[src/rtl/lcd_pkg.sv]
// Shared constants and phase encoding for the HD44780 bus model
// and the controller FSMs that drive it.
package lcd_pkg;

    localparam int         ROW_LEN         = 40;
    localparam logic [6:0] DDRAM_ROW2_BASE = 7'h40;
    localparam logic [6:0] ROW1_LAST       = 7'h27;
    localparam logic [6:0] ROW2_LAST       = 7'h67;
    localparam logic [6:0] LINE_LAST       = 7'h4F;
    localparam logic [7:0] CHAR_SPACE      = 8'h20;

    localparam logic [7:0] OP_CLEAR     = 8'h01;
    localparam logic [7:0] OP_HOME      = 8'h02;
    localparam logic [7:0] OP_HOME_MASK = 8'hFE;

    typedef enum logic [1:0] {
        PH_INIT_FILL = 2'd0,
        PH_POWERON   = 2'd1,
        PH_READY     = 2'd2,
        PH_BUSY      = 2'd3
    } lcd_phase_e;

    function automatic logic [5:0] mod_row(input logic [5:0] v);
        return (v >= 6'(ROW_LEN)) ? v - 6'(ROW_LEN) : v;
    endfunction

    // DDRAM address -> physical slot in the 80-byte array
    function automatic logic [6:0] ddram_index(
        input logic [6:0] a,
        input logic       n
    );
        logic [6:0] base;
        base = a[6] ? 7'(ROW_LEN) : 7'd0;
        if (n)
            return base + {1'b0, mod_row(a[5:0])};
        return (a >= 7'(2 * ROW_LEN)) ? a - 7'(2 * ROW_LEN) : a;
    endfunction

endpackage

[src/rtl/lcd_ac_stepper.sv]
// Next address-counter value for a +/-1 step, honouring the
// CGRAM, one-line and two-line DDRAM wrap points.
module lcd_ac_stepper
    import lcd_pkg::*;
(
    input  logic [6:0] i_ac,
    input  logic       i_up,
    input  logic       i_cgram,
    input  logic       i_two_line,
    output logic [6:0] o_ac
);

    always_comb begin
        o_ac = i_ac;
        if (i_cgram) begin
            o_ac = {1'b0, i_up ? i_ac[5:0] + 6'd1
                               : i_ac[5:0] - 6'd1};
        end else if (i_two_line) begin
            if (i_up)
                o_ac = (i_ac == ROW1_LAST) ? DDRAM_ROW2_BASE :
                       (i_ac == ROW2_LAST) ? 7'h00 :
                       i_ac + 7'd1;
            else
                o_ac = (i_ac == 7'h00) ? ROW2_LAST :
                       (i_ac == DDRAM_ROW2_BASE) ? ROW1_LAST :
                       i_ac - 7'd1;
        end else begin
            if (i_up)
                o_ac = (i_ac == LINE_LAST) ? 7'h00 : i_ac + 7'd1;
            else
                o_ac = (i_ac == 7'h00) ? LINE_LAST : i_ac - 7'd1;
        end
    end

endmodule

[src/rtl/hd44780_lcd_responder.sv]
// HD44780-compatible display end of the 8-bit LCD bus: decodes
// transactions, models busy timing and exposes the visible text.
module hd44780_lcd_responder
    import lcd_pkg::*;
#(
    parameter int POWERON_CYCLES    = 500,
    parameter int CMD_BUSY_CYCLES   = 4,
    parameter int CLEAR_BUSY_CYCLES = 16
) (
    input  logic       clk,
    input  logic       rst,
    input  logic       lcd_rs,
    input  logic       lcd_rw,
    input  logic       lcd_e,
    input  logic [7:0] lcd_data,
    output logic [7:0] lcd_dout,
    output logic       busy,
    output logic [6:0] ac,
    output logic       disp_on,
    output logic       cursor_on,
    output logic       blink_on,
    output logic       entry_id,
    output logic       entry_s,
    output logic       two_line,
    output logic       dl8,
    input  logic       rd_row,
    input  logic [3:0] rd_col,
    output logic [7:0] rd_char,
    output logic       wr_strobe,
    output logic       err_busy,
    output logic       err_early
);

    localparam logic [15:0] PON_LAST = 16'(POWERON_CYCLES - 1);
    localparam logic [7:0]  CMD_B    = 8'(CMD_BUSY_CYCLES);
    localparam logic [7:0]  CLR_B    = 8'(CLEAR_BUSY_CYCLES);

    logic       r_e_s1, r_e_s2, r_rs_d, r_rw_d;
    logic [7:0] r_data_d;
    logic       r_pend, r_t_rs, r_t_rw;
    logic [7:0] r_t_data;

    lcd_phase_e r_state, w_next;
    logic [15:0] r_pon_cnt;
    logic [7:0]  r_busy_cnt;

    logic [6:0] r_ac;
    logic       r_cg;
    logic [5:0] r_offset;
    logic       r_disp, r_cur, r_blink, r_id, r_s, r_n, r_dl;
    logic       r_err_busy, r_err_early, r_wr_strobe;
    logic [7:0] r_dout;

    logic [7:0] r_ddram [0:79];
    logic [4:0] r_cgram [0:63];

    logic       w_fall, w_busy, w_fill, w_early, w_legal;
    logic       w_cmd, w_wr_data, w_rd_data;
    logic       w_clear, w_home, w_start_busy, w_step_up;
    logic [6:0] w_ac_next, w_ac_idx, w_rd_idx;
    logic [5:0] w_off_inc, w_off_dec, w_rd_sum;
    logic [5:0] w_fill_idx;
    logic [7:0] w_rd_byte;

    // falling edge seen after the two-flop synchroniser
    assign w_fall       = !r_e_s1 && r_e_s2;
    assign w_legal      = r_pend && !w_early;
    assign w_cmd        = w_legal && !r_t_rs && !r_t_rw;
    assign w_wr_data    = w_legal && r_t_rs && !r_t_rw;
    assign w_rd_data    = w_legal && r_t_rs && r_t_rw;
    assign w_clear      = w_cmd && (r_t_data == OP_CLEAR);
    assign w_home       = w_cmd &&
                          ((r_t_data & OP_HOME_MASK) == OP_HOME);
    assign w_start_busy = w_legal && !r_t_rw;
    assign w_step_up    = w_cmd ? r_t_data[2] : r_id;

    assign w_off_inc = (r_offset == 6'(ROW_LEN - 1)) ?
                       6'd0 : r_offset + 6'd1;
    assign w_off_dec = (r_offset == 6'd0) ?
                       6'(ROW_LEN - 1) : r_offset - 6'd1;

    assign w_ac_idx  = ddram_index(r_ac, r_n);
    assign w_rd_byte = r_cg ? {3'b000, r_cgram[r_ac[5:0]]}
                            : r_ddram[w_ac_idx];
    assign w_fill_idx = r_pon_cnt[5:0];

    assign w_rd_sum = {2'b00, rd_col} + r_offset;
    assign w_rd_idx = ddram_index({rd_row, mod_row(w_rd_sum)}, r_n);
    assign rd_char  = r_disp ? r_ddram[w_rd_idx] : CHAR_SPACE;

    lcd_ac_stepper u_step (
        .i_ac       (r_ac),
        .i_up       (w_step_up),
        .i_cgram    (r_cg),
        .i_two_line (r_n),
        .o_ac       (w_ac_next)
    );

    always_ff @(posedge clk or posedge rst) begin
        if (rst) begin
            r_state    <= PH_INIT_FILL;
            r_pon_cnt  <= '0;
            r_busy_cnt <= '0;
        end else begin
            r_state <= w_next;
            if (w_early)
                r_pon_cnt <= r_pon_cnt + 16'd1;
            if (w_start_busy)
                r_busy_cnt <= (w_clear || w_home) ? CLR_B : CMD_B;
            else if (w_busy && r_busy_cnt != 8'd0)
                r_busy_cnt <= r_busy_cnt - 8'd1;
        end
    end

    always_comb begin
        w_next = r_state;
        unique case (r_state)
            PH_INIT_FILL:
                if (r_pon_cnt == 16'd63) w_next = PH_POWERON;
            PH_POWERON:
                if (r_pon_cnt == PON_LAST) w_next = PH_READY;
            PH_READY:
                if (w_start_busy) w_next = PH_BUSY;
            PH_BUSY:
                if (!w_start_busy && r_busy_cnt == 8'd1)
                    w_next = PH_READY;
            default: w_next = PH_INIT_FILL;
        endcase
    end

    always_comb begin
        w_busy  = (r_state == PH_BUSY);
        w_fill  = (r_state == PH_INIT_FILL);
        w_early = (r_state == PH_INIT_FILL) ||
                  (r_state == PH_POWERON);
    end

    always_ff @(posedge clk or posedge rst) begin
        if (rst) begin
            r_e_s1 <= 1'b0;  r_e_s2 <= 1'b0;
            r_rs_d <= 1'b0;  r_rw_d <= 1'b0;
            r_data_d <= '0;
            r_pend <= 1'b0;  r_t_rs <= 1'b0;
            r_t_rw <= 1'b0;  r_t_data <= '0;
            r_ac <= '0;  r_cg <= 1'b0;  r_offset <= '0;
            r_disp <= 1'b0;  r_cur <= 1'b0;  r_blink <= 1'b0;
            r_id <= 1'b1;  r_s <= 1'b0;
            r_n <= 1'b0;  r_dl <= 1'b1;
            r_err_busy <= 1'b0;  r_err_early <= 1'b0;
            r_wr_strobe <= 1'b0;  r_dout <= '0;
        end else begin
            r_e_s1   <= lcd_e;
            r_e_s2   <= r_e_s1;
            r_rs_d   <= lcd_rs;
            r_rw_d   <= lcd_rw;
            r_data_d <= lcd_data;
            r_pend   <= w_fall;
            if (w_fall) begin
                r_t_rs   <= r_rs_d;
                r_t_rw   <= r_rw_d;
                r_t_data <= r_data_d;
            end
            r_wr_strobe <= w_wr_data;
            if (r_pend && w_early) r_err_early <= 1'b1;
            if (r_pend && w_busy)  r_err_busy  <= 1'b1;
            if (r_e_s1 && r_rw_d)
                r_dout <= r_rs_d ? w_rd_byte : {w_busy, r_ac};

            if (w_cmd) begin
                unique casez (r_t_data)
                    8'b1???????: begin
                        r_ac <= r_t_data[6:0];
                        r_cg <= 1'b0;
                    end
                    8'b01??????: begin
                        r_ac <= {1'b0, r_t_data[5:0]};
                        r_cg <= 1'b1;
                    end
                    8'b001?????: begin
                        r_dl <= r_t_data[4];
                        r_n  <= r_t_data[3];
                    end
                    // R = 1 moves the text right, i.e. offset - 1
                    8'b0001????: begin
                        if (r_t_data[3])
                            r_offset <= r_t_data[2] ? w_off_dec
                                                    : w_off_inc;
                        else
                            r_ac <= w_ac_next;
                    end
                    8'b00001???: begin
                        r_disp  <= r_t_data[2];
                        r_cur   <= r_t_data[1];
                        r_blink <= r_t_data[0];
                    end
                    8'b000001??: begin
                        r_id <= r_t_data[1];
                        r_s  <= r_t_data[0];
                    end
                    8'b0000001?: begin
                        r_ac <= '0;  r_offset <= '0;
                        r_cg <= 1'b0;
                    end
                    8'b00000001: begin
                        r_ac <= '0;  r_offset <= '0;
                        r_cg <= 1'b0;  r_id <= 1'b1;
                    end
                    default: ;
                endcase
            end else if (w_wr_data) begin
                r_ac <= w_ac_next;
                if (r_s && !r_cg)
                    r_offset <= r_id ? w_off_inc : w_off_dec;
            end else if (w_rd_data) begin
                r_ac <= w_ac_next;
            end
        end
    end

    always_ff @(posedge clk) begin
        if (w_fill) begin
            r_cgram[w_fill_idx] <= 5'd0;
            r_ddram[{1'b0, w_fill_idx}] <= CHAR_SPACE;
            if (w_fill_idx[5:4] == 2'b00)
                r_ddram[{1'b0, w_fill_idx} + 7'd64] <= CHAR_SPACE;
        end else if (w_clear) begin
            for (int i = 0; i < 80; i++)
                r_ddram[i] <= CHAR_SPACE;
        end else if (w_wr_data) begin
            if (r_cg)
                r_cgram[r_ac[5:0]] <= r_t_data[4:0];
            else
                r_ddram[w_ac_idx] <= r_t_data;
        end
    end

    assign lcd_dout  = r_dout;
    assign busy      = w_busy;
    assign ac        = r_ac;
    assign disp_on   = r_disp;
    assign cursor_on = r_cur;
    assign blink_on  = r_blink;
    assign entry_id  = r_id;
    assign entry_s   = r_s;
    assign two_line  = r_n;
    assign dl8       = r_dl;
    assign wr_strobe = r_wr_strobe;
    assign err_busy  = r_err_busy;
    assign err_early = r_err_early;

endmodule

[config.mk]
export PLATFORM = sky130hd
export DESIGN_NAME = hd44780_lcd_responder
export DESIGN_NICKNAME = d
export VERILOG_FILES = /design/src/rtl/lcd_pkg.sv /design/src/rtl/lcd_ac_stepper.sv /design/src/rtl/hd44780_lcd_responder.sv
export SDC_FILE = /design/constraint.sdc
export NUM_CORES = 2
export LEC_CHECK = 0
export CAP_MARGIN = 20
export CELL_PAD_IN_SITES_DETAIL_PLACEMENT = 1
export CELL_PAD_IN_SITES_GLOBAL_PLACEMENT = 1
export CORE_UTILIZATION = 45
export CTS_CLUSTER_DIAMETER = 150
export DETAILED_ROUTE_END_ITERATION = 6
export DONT_BUFFER_PORTS = 1
export PLACE_DENSITY_LB_ADDON = 0.1
export SETUP_SLACK_MARGIN = 0.02
export SYNTH_ARGS = -nofsm -noshare
export SYNTH_HDL_FRONTEND = slang
export SYNTH_SLANG_ARGS = --single-unit
[constraint.sdc]
create_clock -name clk -period 5.3 [get_ports clk]
set_input_delay 0 -clock clk [delete_from_list [all_inputs] [get_ports clk]]
set_output_delay 0 -clock clk [all_outputs]
set_load 0.01 [all_outputs]
==> impl_metrics.prom <==
# TYPE chip_impl_metric gauge
chip_impl_metric{name="cts-root-to-sink-buffers",unit=""} 3
chip_impl_metric{name="ys_types",unit=""} 85
chip_impl_metric{name="routedWlPerCell",unit="um"} 30.4
chip_impl_metric{name="first_global_vias",unit=""} 56754
chip_impl_info{name="critPathTopFamily",value="adder cells"} 1
chip_impl_metric{name="synth_seq_cells",unit=""} 1425
chip_impl_metric{name="hpwl",unit="um"} 178000
chip_impl_metric{name="pnr_worst_setup_slack",unit="ns"} -0.638
chip_impl_metric{name="clkTransAtPathRegs",unit="ns"} 0.07
chip_impl_metric{name="fill_cells",unit=""} 16166
chip_impl_metric{name="leakage_dissipation",unit="nW"} 25.6
chip_impl_metric{name="cts.htree.levels",unit=""} 4
chip_impl_info{name="worst_hold_path_type",value="in -> reg"} 1
chip_impl_info{name="timing.critical_path.mode_cell",value="sky130_fd_sc_hd__ha_4"} 1
chip_impl_metric{name="pwr_density_cell",unit="mW/mm2"} 295
chip_impl_metric{name="worst_ep_arrival_time",unit="ns"} 5.94
chip_impl_metric{name="mappedNetlistArea",unit="mm2"} 0.0692
chip_impl_info{name="worst_r2r_startpoint",value="ac[4]"} 1
chip_impl_metric{name="chipHeight",unit="um"} 394
chip_impl_info{name="r2r-end",value="r_ddram[23][4]"} 1
chip_impl_metric{name="clock-sinks",unit=""} 1425
chip_impl_metric{name="place.port_buffers",unit=""} 0
chip_impl_info{name="endpoint",value="rd_char[5]"} 1
chip_impl_metric{name="layout.cells.non_filler",unit=""} 8802
chip_impl_metric{name="timing.final.max_slew_violations",unit=""} 0
chip_impl_metric{name="drv.max_cap_violation_count",unit=""} 0
chip_impl_metric{name="num-nets-final",unit=""} 6697
chip_impl_metric{name="final_layout_size_suffix_gt1_share",unit="%"} 20.9
chip_impl_metric{name="setup-violations-final",unit=""} 8
chip_impl_info{name="crit_path_start_kind",value="flip-flop"} 1
chip_impl_metric{name="crit_path_max_incr_delay",unit="ns"} 0.47
chip_impl_metric{name="overflow",unit=""} 0
chip_impl_metric{name="floorplan.initialDensity",unit="%"} 45.5
chip_impl_metric{name="hold_viol_final",unit=""} 0
chip_impl_metric{name="worst_slew_margin_rel",unit="%"} 22.8
chip_impl_metric{name="syn_to_final_growth",unit="%"} 14.3
chip_impl_metric{name="pin_count",unit=""} 52
chip_impl_metric{name="fin_worst_skew",unit="ns"} 0.0284
chip_impl_metric{name="groute.usage.overall",unit="%"} 34.3
chip_impl_metric{name="timing.reg2reg.worst_path_depth",unit=""} 16
chip_impl_metric{name="dpl.cell_count",unit=""} 8432
chip_impl_info{name="crit_slowest_cell",value="sky130_fd_sc_hd__nor4_4"} 1
chip_impl_metric{name="critPathMaxFanout",unit=""} 6
chip_impl_metric{name="critical_path_depth",unit=""} 27
chip_impl_metric{name="setup-tns-final",unit="ns"} -4.07
chip_impl_metric{name="num_vias",unit=""} 56328
chip_impl_metric{name="numCtsBuffers",unit=""} 161
chip_impl_metric{name="register_to_register_setup_slack",unit="ns"} 0.26
chip_impl_metric{name="fp-row-count",unit=""} 143
chip_impl_info{name="cts_tree",value="done"} 1
chip_impl_metric{name="core_region_area",unit="mm2"} 0.152
chip_impl_metric{name="total_power",unit="mW"} 23.3
chip_impl_info{name="failed_checks",value="negative setup slack"} 1
chip_impl_metric{name="maximum_frequency_from_static_timing_analysis",unit="MHz"} 168
chip_impl_metric{name="min_period_over_period",unit="%"} 112
chip_impl_metric{name="placedInstanceArea",unit="mm2"} 0.0718
chip_impl_metric{name="ir_worst_vdd",unit="V"} 0.000280
chip_impl_metric{name="async_flop_share",unit="%"} 5.68
chip_impl_metric{name="yosys_warnings",unit=""} 0
chip_impl_info{name="rsz0062_at_grt",value="yes"} 1
chip_impl_metric{name="drt-pass1-iter-count",unit=""} 5
chip_impl_metric{name="number_of_flops_mapped_to_enable_cells_by_yosys",unit=""} 320
chip_impl_metric{name="clkLatencyLatePin",unit="ns"} 0.82
chip_impl_metric{name="floorplan.die_area",unit="mm2"} 0.155
chip_impl_info{name="critPathCaptureType",value="primary output"} 1
chip_impl_metric{name="min_period",unit="ns"} 5.94
chip_impl_metric{name="critical_path_buf_inv_count",unit=""} 7
chip_impl_metric{name="finalWeightedCongestion",unit=""} 0.908
chip_impl_metric{name="syn_avg_cell_area",unit="um2"} 10.3
chip_impl_metric{name="synth_sequential_area_ratio",unit="%"} 46.4
chip_impl_info{name="dominantRegCellSynth",value="sky130_fd_sc_hd__dfxtp_1"} 1
chip_impl_info{name="cts.root.buffer_cell",value="sky130_fd_sc_hd__clkbuf_16"} 1
chip_impl_metric{name="final_util",unit="%"} 52.0
chip_impl_metric{name="antenna_left",unit=""} 0
chip_impl_metric{name="design_area",unit="mm2"} 0.0791
chip_impl_metric{name="first_pass_grt_wire_length",unit="um"} 395000
chip_impl_metric{name="synthesis.instances",unit=""} 6723
chip_impl_metric{name="grt_max_degree",unit=""} 102
chip_impl_info{name="status",value="finished, violations left"} 1
chip_impl_metric{name="die_width",unit="um"} 394
chip_impl_info{name="crit_start",value="r_offset[0]"} 1
chip_impl_metric{name="tightestPinTransition",unit="ns"} 1.16
chip_impl_metric{name="wl",unit="um"} 268000
chip_impl_metric{name="antenna_violations_before_repair",unit=""} 2
chip_impl_metric{name="worst_ep_required_time",unit="ns"} 5.30
chip_impl_metric{name="remaining_drc_errors",unit=""} 0
chip_impl_info{name="crit_type",value="reg -> out"} 1
chip_impl_metric{name="synth_nets",unit=""} 6781
chip_impl_metric{name="post_drt_via_cell_ratio",unit=""} 6.40
chip_impl_metric{name="detail_route.iter0.violations",unit=""} 5374
[per-layer routing]
layer	vias up	global-route usage, %	routed length, um	part of all wire (%)
li1	24323	-	-	-
met1	29182	45.4	109000	41
met2	2222	53.0	122000	46
met3	601	7.33	21100	7.9
met4	0	17.6	15200	5.7
met5	-	0	0	0
[cell families (layout without fill, tap and decap cells)]
family | count (synthesis) | count (layout) | synth area share (%)
XOR/XNOR | 41 | 41 | 0.529
adder cells (fa/ha/maj) | 40 | 40 | 0.745
AND/OR/NAND/NOR | 2343 | 2343 | 14.0
multiplexers | 691 | 691 | 22.0
other | 0 | 1 | 0
flip-flops | 1425 | 1425 | 46.4
buffers and inverters | 558 | 604 | 3.34
AO/OA/AOI/OAI | 1625 | 1627 | 12.9
[flip-flops by register name, summed over array words and instances (netlist names), 2 cells and up]
register	cells
ac	7
lcd_dout	8
r_busy_cnt	8
r_cgram	320
r_data_d	8
r_ddram	1024
r_offset	6
r_pon_cnt	16
r_state	2
r_t_data	8
[repair_timing]
action                                  in CTS  in global routing
gates cloned                                 8                  0
gates resized for setup                    182                 21
endpoints found under the setup margin       8                 12
endpoints found under the hold margin       90                  0
setup buffers                               37                  5
pin swaps                                   50                 11
hold buffers                                25                  0
[power breakdown]
part / total (mW) / switching [mW] / internal (mW)
registers: 11.1 / 0.0475 / 11.1
clock network: 11.7 / 4.97 / 6.78
logic: 0.479 / 0.275 / 0.204
total: 23.3 / 5.29 / 18.1
[cell usage after synthesis, types with 53 or more instances]
| library cell | number | area (um2) |
|---|---|---|
| sky130_fd_sc_hd__nand3_1 | 79 | 395 |
| sky130_fd_sc_hd__dfxtp_1 | 1024 | 20500 |
| sky130_fd_sc_hd__a221oi_1 | 68 | 596 |
| sky130_fd_sc_hd__dfrtp_1 | 79 | 1980 |
| sky130_fd_sc_hd__o21ai_1 | 53 | 265 |
| sky130_fd_sc_hd__buf_2 | 105 | 526 |
| sky130_fd_sc_hd__o211ai_1 | 69 | 518 |
| sky130_fd_sc_hd__mux4_2 | 665 | 15000 |
| sky130_fd_sc_hd__o21ai_0 | 569 | 2850 |
| sky130_fd_sc_hd__clkbuf_1 | 361 | 1360 |
| sky130_fd_sc_hd__nand2_1 | 1851 | 6950 |
| sky130_fd_sc_hd__a21oi_1 | 744 | 3720 |
| sky130_fd_sc_hd__nor2_1 | 200 | 751 |
| sky130_fd_sc_hd__edfxtp_1 | 320 | 9610 |
[worst register-to-register path, delay by kind of cell, from the launching register on]
family	cells	cell delay (ns)
XOR/XNOR	2	0.65
AND/OR/NAND/NOR	5	1.58
buffers and inverters	3	0.64
adder cells (fa/ha/maj)	2	0.56
AO/OA/AOI/OAI	4	0.87
flip-flops	1	0.66
[stage by stage]
step                      worst slack [ns]  hold slack (ns)
after CTS                           -0.491            0.205
after detailed placement            -0.242           -0.161
after global routing                -0.787            0.271
after floorplan                      0.406           0.0314
after global placement              -0.164           -0.166
final                               -0.638            0.282
[cell type report]
cell class,instances,area [um2],area share [%]
tap,2030,2540,3.21
multi-input combinational,4742,35800,45.2
clock inverter,67,961,1.21
clock buffer,228,4570,5.78
inverter,28,109,0.138
sequential,1425,32100,40.6
timing repair buffer,281,3010,3.81
antenna,1,2.50,0.00316
[layout by cell type (no fill, tap or decap), types with 22 or more instances in the layout]
master	synthesis	final
sky130_fd_sc_hd__nand2_4	32	32
sky130_fd_sc_hd__o21ai_0	569	547
sky130_fd_sc_hd__dfrtp_1	79	76
sky130_fd_sc_hd__a221oi_2	0	31
sky130_fd_sc_hd__nor2_1	200	187
sky130_fd_sc_hd__a221oi_1	68	35
sky130_fd_sc_hd__clkbuf_16	0	161
sky130_fd_sc_hd__nand2_1	1851	1841
sky130_fd_sc_hd__ha_1	38	32
sky130_fd_sc_hd__buf_12	0	47
sky130_fd_sc_hd__o211ai_1	69	69
sky130_fd_sc_hd__buf_6	4	25
sky130_fd_sc_hd__clkbuf_1	361	37
sky130_fd_sc_hd__dfxtp_1	1024	1024
sky130_fd_sc_hd__clkbuf_8	0	29
sky130_fd_sc_hd__edfxtp_1	320	320
sky130_fd_sc_hd__dlygate4sd3_1	0	25
sky130_fd_sc_hd__nand4_1	22	22
sky130_fd_sc_hd__a21oi_1	744	717
sky130_fd_sc_hd__buf_4	15	176
sky130_fd_sc_hd__a21oi_2	0	22
sky130_fd_sc_hd__xnor2_1	30	29
sky130_fd_sc_hd__nand3_1	79	76
sky130_fd_sc_hd__o21ai_1	53	59
sky130_fd_sc_hd__inv_1	25	23
sky130_fd_sc_hd__mux4_2	665	665
[worst min-delay path by stage]
stage           startpoint     endpoint  slack (ns)  depth (start not counted)
6_report            lcd_rs       r_rs_d        0.28                          2
5_1_grt        lcd_data[3]  r_data_d[3]        0.27                          2
4_1_cts        lcd_data[3]  r_data_d[3]        0.20                          2
3_5_place_dp           rst  r_offset[5]       -0.16                          1
3_3_place_gp           rst  r_offset[5]       -0.17                          1
2_1_floorplan  lcd_data[0]  r_data_d[0]        0.03                          0
Note: power is estimated with default switching activity, not from simulation.
